### src/rtl/uart_pkg.sv
// Shared types and constants for the UART transmitter slice.
package uart_pkg;

  // Transmitter FSM states
  typedef enum logic [1:0] {
    IDLE  = 2'd0,
    START = 2'd1,
    DATA  = 2'd2,
    STOP  = 2'd3
  } tx_state_t;

  // Frame constants: 1 start bit, 8 data bits LSB first, 1 stop bit, no parity
  localparam logic START_BIT = 1'b0;
  localparam logic STOP_BIT  = 1'b1;
  localparam int   DATA_BITS = 8;

  // Default clocking: 100 MHz board clock, 57600 baud line
  localparam int DEFAULT_CLK_FREQ  = 100_000_000;
  localparam int DEFAULT_BAUD_RATE = 57600;

endpackage

### src/rtl/uart_tx_fifo.sv
// Byte FIFO for the UART transmitter: single clock, first-word-fall-through,
// with an occupancy count. The head byte is visible on rd_data whenever the
// FIFO is non-empty, so the consumer can pop and use it in the same cycle.
module uart_tx_fifo #(
  parameter int DEPTH = 16
) (
  input  logic                     clk,
  input  logic                     srst,
  input  logic                     wr_en,
  input  logic [7:0]               wr_data,
  input  logic                     rd_en,
  output logic [7:0]               rd_data,
  output logic [$clog2(DEPTH):0]   count,
  output logic                     full,
  output logic                     empty
);

  localparam int AW = $clog2(DEPTH);
  localparam int CW = AW + 1;

  logic [7:0]    mem [DEPTH];
  logic [AW-1:0] wr_ptr_reg;
  logic [AW-1:0] rd_ptr_reg;
  logic [CW-1:0] count_reg;
  logic          push;
  logic          pop;

  // A write while full is dropped even if a pop happens in the same cycle,
  // so fullness is judged from the registered count only.
  assign full  = (count_reg == CW'(DEPTH));
  assign empty = (count_reg == '0);
  assign push  = wr_en && !full;
  assign pop   = rd_en && !empty;

  assign rd_data = mem[rd_ptr_reg];
  assign count   = count_reg;

  // Storage array; not reset so it can map onto RAM resources
  always_ff @(posedge clk) begin
    if (push) begin
      mem[wr_ptr_reg] <= wr_data;
    end
  end

  // Pointers wrap naturally because DEPTH is a power of two
  always_ff @(posedge clk) begin
    if (srst) begin
      wr_ptr_reg <= '0;
      rd_ptr_reg <= '0;
      count_reg  <= '0;
    end else begin
      if (push) begin
        wr_ptr_reg <= wr_ptr_reg + 1'b1;
      end
      if (pop) begin
        rd_ptr_reg <= rd_ptr_reg + 1'b1;
      end
      case ({push, pop})
        2'b10:   count_reg <= count_reg + 1'b1;
        2'b01:   count_reg <= count_reg - 1'b1;
        default: count_reg <= count_reg;
      endcase
    end
  end

endmodule

### src/rtl/uart_tx.sv
// UART transmitter: buffered 8N1 serial output with a valid/ready byte input.
// Uart_TXD is a registered decode of the FSM state and shift register, so the
// line lags the state by one cycle uniformly and every bit lasts DIV cycles.
module uart_tx
  import uart_pkg::*;
#(
  parameter int CLK_FREQ   = DEFAULT_CLK_FREQ,
  parameter int BAUD_RATE  = DEFAULT_BAUD_RATE,
  parameter int FIFO_DEPTH = 16
) (
  input  logic                          CLK100MHZ,
  input  logic                          reset,
  input  logic [7:0]                    tx_data,
  input  logic                          tx_valid,
  output logic                          tx_ready,
  output logic                          Uart_TXD,
  output logic                          tx_busy,
  output logic [$clog2(FIFO_DEPTH):0]   fifo_count
);

  localparam int DIV = CLK_FREQ / BAUD_RATE;
  localparam int BW  = (DIV > 1) ? $clog2(DIV) : 1;

  tx_state_t     state_reg;
  logic [BW-1:0] baud_cnt_reg;
  logic [2:0]    bit_cnt_reg;
  logic [7:0]    shift_reg;
  logic          txd_reg;

  logic          fifo_pop;
  logic [7:0]    fifo_head;
  logic          fifo_full;
  logic          fifo_empty;
  logic          baud_end;

  uart_tx_fifo #(
    .DEPTH (FIFO_DEPTH)
  ) u_fifo (
    .clk     (CLK100MHZ),
    .srst    (reset),
    .wr_en   (tx_valid),
    .wr_data (tx_data),
    .rd_en   (fifo_pop),
    .rd_data (fifo_head),
    .count   (fifo_count),
    .full    (fifo_full),
    .empty   (fifo_empty)
  );

  assign baud_end = (baud_cnt_reg == BW'(DIV - 1));

  // Pop from IDLE as soon as data exists, or at the end of a stop bit so
  // consecutive frames follow with no idle gap.
  assign fifo_pop = !fifo_empty &&
                    ((state_reg == IDLE) || ((state_reg == STOP) && baud_end));

  assign tx_ready = !fifo_full;
  assign tx_busy  = !((state_reg == IDLE) && fifo_empty);
  assign Uart_TXD = txd_reg;

  // Frame sequencer: state, baud and bit counters, shift register and line
  always_ff @(posedge CLK100MHZ) begin
    if (reset) begin
      state_reg    <= IDLE;
      baud_cnt_reg <= '0;
      bit_cnt_reg  <= '0;
      shift_reg    <= '0;
      txd_reg      <= STOP_BIT;
    end else begin
      case (state_reg)
        START:   txd_reg <= START_BIT;
        DATA:    txd_reg <= shift_reg[0];
        default: txd_reg <= STOP_BIT;
      endcase

      case (state_reg)
        IDLE: begin
          baud_cnt_reg <= '0;
          bit_cnt_reg  <= '0;
          if (!fifo_empty) begin
            shift_reg <= fifo_head;
            state_reg <= START;
          end
        end
        START: begin
          if (baud_end) begin
            baud_cnt_reg <= '0;
            bit_cnt_reg  <= '0;
            state_reg    <= DATA;
          end else begin
            baud_cnt_reg <= baud_cnt_reg + 1'b1;
          end
        end
        DATA: begin
          if (baud_end) begin
            baud_cnt_reg <= '0;
            shift_reg    <= {1'b0, shift_reg[7:1]};
            if (bit_cnt_reg == 3'(DATA_BITS - 1)) begin
              bit_cnt_reg <= '0;
              state_reg   <= STOP;
            end else begin
              bit_cnt_reg <= bit_cnt_reg + 1'b1;
            end
          end else begin
            baud_cnt_reg <= baud_cnt_reg + 1'b1;
          end
        end
        STOP: begin
          if (baud_end) begin
            baud_cnt_reg <= '0;
            if (!fifo_empty) begin
              shift_reg <= fifo_head;
              state_reg <= START;
            end else begin
              state_reg <= IDLE;
            end
          end else begin
            baud_cnt_reg <= baud_cnt_reg + 1'b1;
          end
        end
        default: begin
          state_reg    <= IDLE;
          baud_cnt_reg <= '0;
          bit_cnt_reg  <= '0;
        end
      endcase
    end
  end

endmodule

### config.mk
export PLATFORM = sky130hd
export DESIGN_NAME = uart_tx
export DESIGN_NICKNAME = d
export VERILOG_FILES = /design/src/rtl/uart_pkg.sv /design/src/rtl/uart_tx_fifo.sv /design/src/rtl/uart_tx.sv
export SDC_FILE = /design/constraint.sdc
export NUM_CORES = 1
export LEC_CHECK = 0
export ABC_AREA = 1
export CAP_MARGIN = 5
export CORE_UTILIZATION = 52
export DETAILED_ROUTE_END_ITERATION = 7
export DONT_BUFFER_PORTS = 1
export GPL_TIMING_DRIVEN = 0
export PLACE_DENSITY = 0.67
export SYNTH_ARGS = -nofsm -noshare
export SYNTH_HDL_FRONTEND = slang
export SYNTH_SLANG_ARGS = --single-unit
### constraint.sdc
create_clock -name CLK100MHZ -period 2.9 [get_ports CLK100MHZ]
set_clock_uncertainty 0.15 [all_clocks]
set_input_delay 0.145 -clock CLK100MHZ [delete_from_list [all_inputs] [get_ports CLK100MHZ]]
set_output_delay 0.145 -clock CLK100MHZ [all_outputs]
set_load 0.01 [all_outputs]
==> out/summary.log, run 1 <==
[power] part of the power in combinational logic 29.3%
[worst_setup_path] crit path max-delay cell type sky130_fd_sc_hd__nor2_1
[sta] actual transition at the worst max-transition pin 996 ps
[power] VDD IR-drop max 0.617 mV
[synth] synthesized area per cell 10.9 sq um
[sta] share of the clock period used by the worst path 92.0%
[die] chip height 119 um
[grt] GR Util met3 5.36%
[clock_network] Clock Tree Root sky130_fd_sc_hd__clkbuf_16
[sta] time the final worst path needs with I/O delays and setup 2670 ps
[clock_network] clock tree from TritonCTS built
[detailed_routing] routed via count 5084
[synth] top cell type's share of synthesized area 53.6%
[clock_network] number of CTS-inserted buffers 17
[synth] area fraction in compound gates after synthesis 13.0%
[worst_setup_path] cell chain of the critical path nor2_1 -> nand3_1 -> nand2_2 -> buf_4 -> inv_1 -> nand2_1 -> nor2_1
[placed_design] Detailed Place HPWL 11300 um
[detailed_routing] detailed-route wire length 16900 um
[detailed_routing] Final ANT Viol Nets 0
[placed_design] port buffer count 0
[layout] flip-flop count of the largest register, all copies and words added 128
[synth] share of synthesized area spent on multiplexers 0%
[synth] share of the yosys chip area belonging to registers 65.3%
[synth] main combinational cell family by area after synthesis simple AND/OR/NAND/NOR gates
[grt] initial antenna violation count 0
[sta] Max-slew headroom 33.3%
[grt] Most Used Layer, Global Route met2
[die] count of pins on the block boundary 19
[synth] number of register bits inferred by synthesis 170
[synth] XOR/XNOR Fraction of Synth Area 0.489%
[die] Starting Density 53.7%
[sta] final sum of negative setup slack 0 ps
[detailed_routing] average vias per placed instance 5.82
[clock_network] number of clock sinks 170
[synth] FFs w/ async S/R, synth 0%
[synth] post-synthesis share of cell area spent on full adders, half adders and majority gates 2.97%
[clock_network] later-pin clock latency in the skew report 430 ps
[clock_network] H-tree depth reported by CTS 4
[layout] area delta synth->final 12.8%
[power] clock network fraction of total power 30.8%
[layout] Ant. Diodes 0
[worst_setup_path] data arrival time of the critical path 2560 ps
[worst_setup_path] nature of the critical path startpoint register
[grt] wire length of the first global-routing pass 26700 um
[power] PD cells 911 mW/mm^2
[synth] Yosys warning count 0
[synth] Yosys top cell by area sky130_fd_sc_hd__edfxtp_1
[sta] number of max-slew violations in the final report 0
[power] sequential power share 39.9%
[detailed_routing] remaining routing DRC violations 0
[worst_setup_path] Data required, critical path 2800 ps
[sta] highest attainable clock frequency 0.375 GHz
[clock_network] clock slew seen by the registers of the worst setup and hold paths 60 ps
[power] internal power consumption 4880 uW
[synth] leading register cell type out of synthesis sky130_fd_sc_hd__edfxtp_1
[grt] met2 demand-to-capacity share in global routing 41.2%
[grt] largest net degree at the start of global routing 17
[worst_setup_path] category of the worst setup path capture point register
[power] P_sw 2490 uW
[layout] net count reported at finish 712
[synth] total nets after synthesis 683
[placed_design] setup slack at placement 235 ps
[clock_network] deepest clock path buffer count 2
[worst_setup_path] critical path fanouts, max 10
[sta] final count of negative-setup-slack endpoints 0
[sta] final number of hold-violating endpoints 0
[detailed_routing] detailed router's first-iteration violation count 462
[power] Total Power 7370 uW
[power] switching part of the total 33.8%
[run_status] status finished clean
[synth] Synth Area in Simple Gates 14.0%
[die] CORE AREA 0.0133 sq mm
[grt] global router's overall resource usage 25.4%
[die] FP Rows 42
[worst_setup_path] Worst Path Class, Setup register to register
[die] die area 0.0143 sq mm
[synth] distinct cell type count of the synthesized netlist 36
[job] maxcap violations 0
[synth] synthesized instance count 655
[power] static leakage power 0.00279 uW
[synth] most numerous cell in the Yosys netlist sky130_fd_sc_hd__nor2_1
[grt] vias in the first global route 5033
[placed_design] routability cong. 0.826
[grt] routing usage on met1 32.2%
[layout] Final Core Density 60.6%
[sta] setup repair after global routing missed its margin no
[worst_setup_path] largest stage delay on the critical path 790 ps
[min_path] Hold/Removal Path Class register to register
[synth] cell types occupying the most area after synthesis sky130_fd_sc_hd__edfxtp_1 54%, sky130_fd_sc_hd__dfxtp_1 12%, sky130_fd_sc_hd__nor2_1 6.8%, sky130_fd_sc_hd__o21ai_0 5.8%, sky130_fd_sc_hd__ha_1 3.0%
[worst_setup_path] most frequent cell on the critical path sky130_fd_sc_hd__nor2_1
[detailed_routing] detailed-router iteration count before antenna repair 5
[synth] Commonest cells post-synth 130 x sky130_fd_sc_hd__nor2_1, 128 x sky130_fd_sc_hd__edfxtp_1, 83 x sky130_fd_sc_hd__o21ai_0
[synth] number of enable-type register cells in the synthesized netlist 128
[sta] crit path setup slack, layout 233 ps
[die] horizontal die dimension 119 um
[grt] sum of overflow across all layers after global routing 0
[layout] fraction of layout instances using a drive strength above 1 8.90%
[detailed_routing] post-DR wirelength/cell 19.4 um
[synth] synthesized area 0.00717 sq mm
[worst max-delay path: cells and delay by family (launching register included)]
family / cells / cell delay, ps
and+or+nand+nor: 5 / 1330
DFF: 1 / 500
buffers and inverters: 2 / 290
[placed cells by master (no fill, tap or decap), types with 3 or more instances in the layout]
cell / synthesis / routed
sky130_fd_sc_hd__bufinv_16: 0 / 3
sky130_fd_sc_hd__clkbuf_16: 0 / 17
sky130_fd_sc_hd__nor2_2: 3 / 4
sky130_fd_sc_hd__clkbuf_1: 17 / 22
sky130_fd_sc_hd__xor2_1: 3 / 3
sky130_fd_sc_hd__nand3_1: 25 / 25
sky130_fd_sc_hd__and3_1: 3 / 3
sky130_fd_sc_hd__nand4_1: 5 / 5
sky130_fd_sc_hd__dfxtp_1: 42 / 42
sky130_fd_sc_hd__buf_2: 6 / 6
sky130_fd_sc_hd__a21oi_2: 4 / 4
sky130_fd_sc_hd__o21ai_1: 3 / 3
sky130_fd_sc_hd__nand3_2: 4 / 4
sky130_fd_sc_hd__nor2_1: 130 / 129
sky130_fd_sc_hd__nand2_1: 49 / 49
sky130_fd_sc_hd__inv_2: 3 / 3
sky130_fd_sc_hd__dlygate4sd3_1: 0 / 10
sky130_fd_sc_hd__nor3_1: 7 / 7
sky130_fd_sc_hd__o221ai_1: 10 / 10
sky130_fd_sc_hd__o22ai_1: 8 / 8
sky130_fd_sc_hd__clkinv_2: 1 / 4
sky130_fd_sc_hd__o211ai_1: 24 / 24
sky130_fd_sc_hd__ha_1: 17 / 17
sky130_fd_sc_hd__o21ai_0: 83 / 83
sky130_fd_sc_hd__inv_1: 36 / 36
sky130_fd_sc_hd__a21oi_1: 25 / 25
sky130_fd_sc_hd__edfxtp_1: 128 / 128
sky130_fd_sc_hd__nand2_2: 5 / 5
[per-stage QoR]
| stage | std cells | cell area [sq um] | hold WS, ps |
|---|---|---|---|
| CTS | 873 | 8080 | 304 |
| finish | 873 | 8090 | 297 |
| global placement | 831 | 7390 | 66.7 |
| global route | 873 | 8090 | 325 |
| floorplan | 655 | 7170 | 64.1 |
| detailed placement | 831 | 7390 | 67.7 |
[power by group through the flow]
stage	clock [uW]	combinational (uW)	sequential (uW)
final	2270	2160	2940
after global routing	2400	2400	2960
after CTS	2290	2140	2940
after detailed placement	0	2090	2990
after global placement	0	2020	2980
after floorplan	0	1510	2950
[path summary, 6_finish.rpt]
| check | from | end | slack [ps] | cells after the start |
|---|---|---|---|---|
| min | baud_cnt_reg[0] | baud_cnt_reg[0] | 300 | 1 |
| max reg2reg | u_fifo.count[1] | u_fifo.mem[8][3] | 230 | 7 |
| min reg2reg | baud_cnt_reg[0] | baud_cnt_reg[0] | 300 | 1 |
| max | u_fifo.count[1] | u_fifo.mem[8][3] | 230 | 7 |
[repair_timing]
action                                  CTS  global route
setup buffers                             0             0
hold endpoints to repair                153             0
endpoints found under the setup margin    0             8
gates resized for setup                   0             1
hold buffers                             10             0
[metal layers]
layer / routed length (um) / up-vias
met5: 0 / -
li1: - / 2386
met3: 1260 / 37
met2: 8090 / 241
met1: 6990 / 2420
met4: 558 / 0
[final cells by class]
class	instances	area, sq um
fill	1143	5260
multi-input combinational	415	2190
inverter	42	159
tap	176	220
clock inverter	8	120
sequential	170	4680
clock buffer	24	472
buffer	28	141
timing repair buffer	10	100
[cells by family after synthesis]
group                    count (synthesis)
AND/OR/NAND/NOR                        234
flip-flops                             170
AO/OA/AOI/OAI                          160
buffers and inverters                   70
adder cells (fa/ha/maj)                 17
XOR/XNOR                                 4
No activity file was read; power rests on OpenSTA's default activity.
==> inputs of run 2 (changes only) <==
--- a/constraint.sdc
+++ b/constraint.sdc
@@ -3,3 +3,3 @@
 set_input_delay 0.145 -clock CLK100MHZ [delete_from_list [all_inputs] [get_ports CLK100MHZ]]
 set_output_delay 0.145 -clock CLK100MHZ [all_outputs]
-set_load 0.01 [all_outputs]
+set_load 0.005 [all_outputs]
==> run 2 against run 1 <==
Net effect:
- critical path depth rose by 11
- register-to-register slack improved by 60 ps
- flip-flop and latch count did not move
- non-clock buffer count did not move
- via count barely moved
- maximum frequency rose by 2.4%
- cell count rose by 0.11%
- clock-buffer cell count did not move
- design area did not move
- clock power barely moved
- setup slack improved by 63 ps
- largest cell class unchanged
==> out/summary.log, run 2 (same netlist as run 1, synthesis figures left out) <==
[run_status] status finished clean
[clock_network] H-tree depth reported by CTS 4 [unchanged]
[layout] leading cell type in the layout, fill and taps excluded sky130_fd_sc_hd__nor2_1
[worst_setup_path] Data required, critical path 3070 ps [+270 ps]
[power] static leakage power 0.00279 uW [about the same]
[clock_network] clock slew seen by the registers of the worst setup and hold paths 60 ps [about the same]
[power] VDD IR-drop max 0.602 mV [-2.4%]
[die] die area 0.0143 sq mm [unchanged]
[die] chip height 119 um [unchanged]
[placed_design] routability cong. 0.826 [unchanged]
[grt] largest net degree at the start of global routing 17 [unchanged]
[placed_design] Detailed Place HPWL 11300 um [unchanged]
[power] clock network fraction of total power 30.8% [about the same]
[power] part of the power in combinational logic 29.3% [about the same]
[sta] setup repair after global routing missed its margin no
[die] Starting Density 53.7% [unchanged]
[sta] number of max-slew violations in the final report 0 [unchanged]
[layout] net count reported at finish 712 [unchanged]
[job] maxcap violations 0 [unchanged]
[placed_design] setup slack at placement 314 ps [+79.0 ps]
[power] Total Power 7350 uW [-0.29%]
[clock_network] hold bufs inserted after CTS 10 [unchanged]
[layout] filler cell count 1140 [-0.26%]
[detailed_routing] post-DR wirelength/cell 19.3 um [-0.46%]
[worst_setup_path] Worst Path Class, Setup register to register
[min_path] Hold/Removal Path Class register to register
[grt] sum of overflow across all layers after global routing 0 [unchanged]
[grt] initial antenna violation count 0 [unchanged]
[clock_network] count of buffers added by post-CTS timing repair for setup 0 [unchanged]
[clock_network] deepest clock path buffer count 2 [unchanged]
[sta] Max-slew headroom 33.2% [-0.13 points]
[layout] flip-flop count of the largest register, all copies and words added 128 [unchanged]
[worst_setup_path] Register-to-Register Setup Slack 300 ps [+60 ps]
[worst_setup_path] nature of the critical path startpoint register
[detailed_routing] detailed-route wire length 16800 um [-0.34%]
[grt] wire length of the first global-routing pass 26700 um [unchanged]
[sta] final number of hold-violating endpoints 0 [unchanged]
[die] FP Rows 42 [unchanged]
[grt] global router's overall resource usage 25.4% [unchanged]
[placed_design] port buffer count 0 [unchanged]
[detailed_routing] detailed router's first-iteration violation count 477 [+3.2%]
[detailed_routing] Final ANT Viol Nets 0 [unchanged]
[power] sequential power share 39.9% [about the same]
[detailed_routing] routed via count 5086 [+0.039%]
[worst_setup_path] critical path fanouts, max 10 [unchanged]
[worst_setup_path] category of the worst setup path capture point register
[grt] vias in the first global route 5033 [unchanged]
[power] PD cells 909 mW/mm^2 [-0.29%]
[clock_network] later-pin clock latency in the skew report 430 ps [about the same]
[sta] final sum of negative setup slack 0 ps [unchanged]
[die] CORE AREA 0.0133 sq mm [unchanged]
[die] count of pins on the block boundary 19 [unchanged]
[layout] highest-count cells in the layout ignoring fill and taps 130 x sky130_fd_sc_hd__nor2_1, 128 x sky130_fd_sc_hd__edfxtp_1, 83 x sky130_fd_sc_hd__o21ai_0
[clock_network] Clock Tree Root sky130_fd_sc_hd__clkbuf_16
[sta] crit path setup slack, layout 296 ps [+62.6 ps]
[layout] fraction of layout instances using a drive strength above 1 8.75% [-0.14 points]
[clock_network] post-cts gate resize count 0 [unchanged]
[power] switching part of the total 33.6% [-0.19 points]
[die] horizontal die dimension 119 um [unchanged]
[clock_network] number of CTS-inserted buffers 17 [unchanged]
[detailed_routing] average vias per placed instance 5.82 [about the same]
[sta] share of the clock period used by the worst path 89.8% [-2.2 points]
[worst_setup_path] data arrival time of the critical path 2770 ps [+210 ps]
[detailed_routing] detailed-router iteration count before antenna repair 5 [unchanged]
[sta] actual transition at the worst max-transition pin 998 ps [+2.00 ps]
[sta] Hold WS 297 ps [+0.00100 ps]
[power] P_sw 2470 uW [-0.86%]
[layout] area delta synth->final 12.8% [unchanged]
[power] internal power consumption 4880 uW [about the same]
[detailed_routing] remaining routing DRC violations 0 [unchanged]
[clock_network] number of clock sinks 170 [unchanged]
[sta] highest attainable clock frequency 0.384 GHz [+2.4%]
[clock_network] clock tree from TritonCTS built
[sta] time the final worst path needs with I/O delays and setup 2600 ps [-62.6 ps]
[sta] final count of negative-setup-slack endpoints 0 [unchanged]
## run 2: cell types whose count changed in the layout (fill, tap and decap cells not counted)
cell	previous run	this run
sky130_fd_sc_hd__nor2_1	129	130
sky130_fd_sc_hd__nor2_2	4	3
sky130_fd_sc_hd__diode_2	0	1
## run 2: worst max-delay path, cell delays in order (launching register included)
cell,delay [ps]
sky130_fd_sc_hd__dfxtp_1,350
sky130_fd_sc_hd__ha_1,230
sky130_fd_sc_hd__nand2_1,100
sky130_fd_sc_hd__inv_2,90
sky130_fd_sc_hd__nand3_2,80
sky130_fd_sc_hd__nor2_4,130
sky130_fd_sc_hd__nand2_2,70
sky130_fd_sc_hd__nand2_2,80
sky130_fd_sc_hd__buf_6,140
sky130_fd_sc_hd__ha_1,230
sky130_fd_sc_hd__xor2_1,220
sky130_fd_sc_hd__ha_1,180
sky130_fd_sc_hd__inv_1,50
sky130_fd_sc_hd__nand2_2,80
sky130_fd_sc_hd__nand2_2,60
sky130_fd_sc_hd__nand3_1,80
sky130_fd_sc_hd__nand2_1,50
sky130_fd_sc_hd__nor2_1,90
sky130_fd_sc_hd__nor2_1,40
## run 2: stage by stage
step                cells  utilization [%]  instance area, sq um
floorplan             655                -                  7170
global placement      831             55.4                  7390
detailed placement    831             55.4                  7390
CTS                   873             60.6                  8080
global route          873             60.6                  8080
finish                874             60.6                  8090
## run 2: final cells by class
cell class              count  area [sq um]  share of cell area [%]
inverters                  42           159                    1.97
diodes                      1          2.50                  0.0310
clock inverters             8           120                    1.49
flip-flops and latches    170          4680                    57.9
well taps                 176           220                    2.72
repair buffers             10           100                    1.24
plain buffers              28           141                    1.75
clock buffers              24           472                    5.83
multi-input cells         415          2190                    27.0
## run 2: path summary, 6_finish.rpt
path,start,end,depth (start not counted)
worst max-delay path,baud_cnt_reg[0],u_fifo.count[4],18
worst min-delay path,baud_cnt_reg[0],baud_cnt_reg[0],1
worst max register to register,baud_cnt_reg[0],u_fifo.count[4],18
worst min register to register,baud_cnt_reg[0],baud_cnt_reg[0],1
## run 2: power by group through the flow
stage / Sequential (uW) / Clock (uW) / Combinational (uW)
finish: 2930 / 2260 / 2150
global route: 2950 / 2400 / 2400
CTS: 2930 / 2290 / 2140
detailed placement: 2980 / 0 / 2080
global placement: 2970 / 0 / 2020
floorplan: 2940 / 0 / 1500
## run 2: per-layer routing
| layer | vias to the layer above | global-route usage, % | wire (um) |
|---|---|---|---|
| li1 | 2391 | - | - |
| met1 | 2423 | 32.2 | 7080 |
| met2 | 226 | 41.2 | 7980 |
| met3 | 46 | 5.36 | 1200 |
| met4 | 0 | 13.4 | 574 |
| met5 | - | 0 | 0 |
==> inputs of run 3 (changes only) <==
- ABC_AREA: 1 -> not set
==> run 3 against run 2 <==
Net effect:
- the flow now finishes with violations (negative setup slack)
- cell count is 24% lower
- first-iteration DRC count is 25% lower
- area after synthesis is 1.9% lower
- highest routed layer unchanged
==> out/summary.log, run 3 <==
[layout] highest-count cells in the layout ignoring fill and taps 128 x sky130_fd_sc_hd__edfxtp_1, 56 x sky130_fd_sc_hd__nor2_1, 40 x sky130_fd_sc_hd__mux4_2
[worst_setup_path] source of the critical timing path baud_cnt_reg[0]
[clock_network] H-tree depth reported by CTS 4 [unchanged]
[synth] main combinational cell family by area after synthesis multiplexers
[detailed_routing] average vias per placed instance 5.71 [-1.8%]
[layout] filler cell count 948 [-17%]
[synth] XOR/XNOR Fraction of Synth Area 2.49% [+2.0 points]
[synth] most numerous cell in the Yosys netlist sky130_fd_sc_hd__edfxtp_1
[detailed_routing] remaining routing DRC violations 0 [unchanged]
[synth] Commonest cells post-synth 128 x sky130_fd_sc_hd__edfxtp_1, 57 x sky130_fd_sc_hd__nor2_1, 42 x sky130_fd_sc_hd__dfxtp_1
[clock_network] number of CTS-inserted buffers 17 [unchanged]
[worst_setup_path] most frequent cell on the critical path sky130_fd_sc_hd__ha_4
[synth] Yosys top cell by area sky130_fd_sc_hd__edfxtp_1
[sta] time the final worst path needs with I/O delays and setup 2950 ps [+341 ps]
[clock_network] later-pin clock latency in the skew report 420 ps [about the same]
[power] Total Power 7370 uW [+0.27%]
[worst_setup_path] cell chain of the critical path ha_4 -> nand4bb_4 -> o41a_1 -> nor2_4 -> ha_4 -> buf_8 -> xor2_2 -> ha_2 -> a31o_4 -> o211ai_1 -> a221o_1 -> a21o_1 -> a21oi_1
[synth] Yosys warning count 0 [unchanged]
[synth] Synth Area in Simple Gates 7.58% [-6.5 points]
[grt] met2 demand-to-capacity share in global routing 31.1% [-10 points]
[synth] distinct cell type count of the synthesized netlist 50 [+39%]
[layout] area delta synth->final 16.0%
[synth] synthesized area per cell 16.3 sq um [+49%]
[run_status] violations in the final reports negative setup slack
[clock_network] clock slew seen by the registers of the worst setup and hold paths 70 ps [about the same]
[clock_network] number of clock sinks 170 [unchanged]
[detailed_routing] detailed-route wire length 13100 um [-22%]
[synth] synthesized instance count 432 [-34%]
[grt] Most Used Layer, Global Route met2
[clock_network] clock tree from TritonCTS built
[sta] setup repair after global routing missed its margin yes
[clock_network] Clock Tree Root sky130_fd_sc_hd__clkbuf_16
[power] VDD IR-drop max 0.446 mV [-26%]
[synth] number of register bits inferred by synthesis 170 [unchanged]
[grt] sum of overflow across all layers after global routing 0 [unchanged]
[synth] share of the yosys chip area belonging to registers 66.6% [+1.3 points]
[run_status] status finished, violations left
[sta] final sum of negative setup slack -55.1 ps [-55.1 ps]
[worst_setup_path] data arrival time of the critical path 3150 ps [+380 ps]
[synth] total nets after synthesis 460 [-33%]
[worst_setup_path] end point of the critical path u_fifo.count[4]
[die] die area 0.0140 sq mm [-1.9%]
[placed_design] routability cong. 0.809 [-2.1%]
[synth] FFs w/ async S/R, synth 0% [unchanged]
[die] count of pins on the block boundary 19 [unchanged]
[worst_setup_path] Worst Path Class, Setup register to register
[layout] Ant. Diodes 0 [-1]
[layout] leading cell type in the layout, fill and taps excluded sky130_fd_sc_hd__edfxtp_1
[worst_setup_path] Reg2Reg Launch Point baud_cnt_reg[0]
[sta] share of the clock period used by the worst path 102% [+12 points]
[sta] crit path setup slack, layout -45.5 ps [-341 ps]
[synth] cell types occupying the most area after synthesis sky130_fd_sc_hd__edfxtp_1 55%, sky130_fd_sc_hd__mux4_2 13%, sky130_fd_sc_hd__dfxtp_1 12%, sky130_fd_sc_hd__nor2_1 3.0%, sky130_fd_sc_hd__ha_1 3.0%
[sta] final count of negative-setup-slack endpoints 2 [+2]
[grt] largest net degree at the start of global routing 18 [+1]
[placed_design] Detailed Place HPWL 8850 um [-21%]
[synth] post-synthesis share of cell area spent on full adders, half adders and majority gates 3.02% [+0.058 points]
[grt] global router's overall resource usage 20.2% [-5.2 points]
[grt] GR Util met3 5.84% [+0.48 points]
[worst_setup_path] critical register-to-register path endpoint u_fifo.count[4]
[detailed_routing] Final ANT Viol Nets 0 [unchanged]
[worst_setup_path] category of the worst setup path capture point register
[worst_setup_path] nature of the critical path startpoint register
[worst_setup_path] Worst Reg-to-Reg Cells 13 [-5]
[die] horizontal die dimension 118 um [-0.95%]
[detailed_routing] routed via count 3805 [-25%]
[worst_setup_path] largest stage delay on the critical path 440 ps [+90 ps]
[grt] vias in the first global route 3855 [-23%]
[sta] actual transition at the worst max-transition pin 906 ps [-91.7 ps]
[die] Starting Density 53.3% [-0.40 points]
[detailed_routing] detailed router's first-iteration violation count 357 [-25%]
[sta] number of max-slew violations in the final report 0 [unchanged]
[grt] routing usage on met1 27.1% [-5.1 points]
[sta] Max-slew headroom 39.3% [+6.1 points]
[synth] share of synthesized area spent on multiplexers 14.5% [+15 points]
[synth] area fraction in compound gates after synthesis 3.59% [-9.4 points]
[detailed_routing] detailed-router iteration count before antenna repair 4 [-1]
[layout] fin area 0.00816 sq mm [+0.90%]
[worst_setup_path] Register-to-Register Setup Slack -50 ps [-340 ps]
[synth] number of enable-type register cells in the synthesized netlist 128 [unchanged]
[sta] highest attainable clock frequency 0.340 GHz [-12%]
[synth] leading register cell type out of synthesis sky130_fd_sc_hd__edfxtp_1
[layout] fraction of layout instances using a drive strength above 1 24.3% [+16 points]
[power] static leakage power 0.00271 uW [-3.0%]
[worst_setup_path] crit path max-delay cell type sky130_fd_sc_hd__o41a_1
[die] CORE AREA 0.0132 sq mm [-1.2%]
[die] FP Rows 42 [unchanged]
[synth] synthesized area 0.00703 sq mm [-1.9%]
[grt] wire length of the first global-routing pass 20700 um [-23%]
[layout] flip-flop count of the largest register, all copies and words added 128 [unchanged]
[power] PD cells 903 mW/mm^2 [-0.62%]
[clock_network] deepest clock path buffer count 2 [unchanged]
[job] maxcap violations 0 [unchanged]
[detailed_routing] post-DR wirelength/cell 19.7 um [+2.3%]
[synth] top cell type's share of synthesized area 54.7% [+1.0 points]
[grt] initial antenna violation count 0 [unchanged]
[placed_design] port buffer count 0 [unchanged]
[worst_setup_path] critical path fanouts, max 4 [-6]
[sta] final number of hold-violating endpoints 0 [unchanged]
[placed_design] instance area after placement 0.00733 sq mm [-0.76%]
[die] chip height 118 um [-0.95%]
[worst_setup_path] Data required, critical path 3100 ps [+30 ps]
[layout] net count reported at finish 505 [-29%]
[min_path] Hold/Removal Path Class input port to register
## run 3: cell count changes in the layout (fill, tap and decap cells not counted), moves of 9 or more
cell	before	now
sky130_fd_sc_hd__a21oi_1	25	6
sky130_fd_sc_hd__buf_4	2	14
sky130_fd_sc_hd__clkbuf_1	22	10
sky130_fd_sc_hd__inv_1	36	11
sky130_fd_sc_hd__mux2i_1	0	12
sky130_fd_sc_hd__mux4_2	0	40
sky130_fd_sc_hd__nand2_1	49	14
sky130_fd_sc_hd__nand3_1	25	5
sky130_fd_sc_hd__nor2_1	130	56
sky130_fd_sc_hd__o211ai_1	24	1
sky130_fd_sc_hd__o21ai_0	83	2
sky130_fd_sc_hd__o221ai_1	10	1
sky130_fd_sc_hd__xor2_1	3	13
## run 3: area by class of cell
type	count	area, sq um	share of cell area (%)
Buffer	22	124	1.52
Clock buffer	17	425	5.21
Clock inverter	15	154	1.89
Inverter	11	41.3	0.506
Multi-Input combinational cell	229	2290	28.0
Sequential cell	170	4700	57.6
Tap cell	176	220	2.70
Timing Repair Buffer	26	210	2.58
## run 3: worst min-delay path by stage
| stage | startpoint | slack, ps | cells past startpoint | to |
|---|---|---|---|---|
| final | reset | 20 | 2 | u_fifo.count[0] |
| after global routing | reset | 40 | 2 | state_reg[1] |
| after CTS | reset | 1 | 2 | u_fifo.wr_ptr_reg[2] |
| after detailed placement | tx_data[6] | 90 | 0 | u_fifo.mem[3][6] |
| after global placement | tx_data[6] | 90 | 0 | u_fifo.mem[2][6] |
| after floorplan | tx_data[0] | 90 | 0 | u_fifo.mem[0][0] |
## run 3: power by group
part,switching (uW),internal [uW]
registers,127,2800
clock network,981,1210
logic,1160,1080
## run 3: logic make-up after synthesis
| family | count (synthesis) |
|---|---|
| flip-flops | 170 |
| AND/OR/NAND/NOR | 106 |
| multiplexers | 52 |
| AO/OA/AOI/OAI | 34 |
| buffers and inverters | 33 |
| XOR/XNOR | 20 |
| adder cells (fa/ha/maj) | 17 |
## run 3: timing repair
action | in CTS | in global routing
gates resized for setup | 9 | 5
endpoints found under the hold margin | 133 | 0
pin swaps | 4 | 11
setup buffers | 4 | 8
hold buffers | 10 | 0
endpoints found under the setup margin | 2 | 2
## run 3: through the flow
| stage | worst slack, ps | utilization [%] | std cells | hold slack (ps) |
|---|---|---|---|---|
| global placement | -260 | 55.5 | 608 | 94.7 |
| finish | -45.5 | 61.8 | 666 | 20.8 |
| CTS | 7.14 | 61.2 | 658 | 1.43 |
| global route | -208 | 61.8 | 666 | 37.2 |
| detailed placement | -304 | 55.6 | 612 | 94.5 |
| floorplan | -43.1 | - | 432 | 93.9 |
## run 3: critical path, delay by kind of cell, from the launching register on
family	cells	cell delay (ps)
AO/OA/AOI/OAI	6	1310
adder cells (fa/ha/maj)	3	510
flip-flops	1	370
AND/OR/NAND/NOR	2	280
XOR/XNOR	1	130
buffers and inverters	1	100
## run 3: per-layer routing
layer	routed length, um	share of wire [%]
met1	5840	44
met2	6270	48
met3	768	5.9
met4	247	1.9
met5	0	0
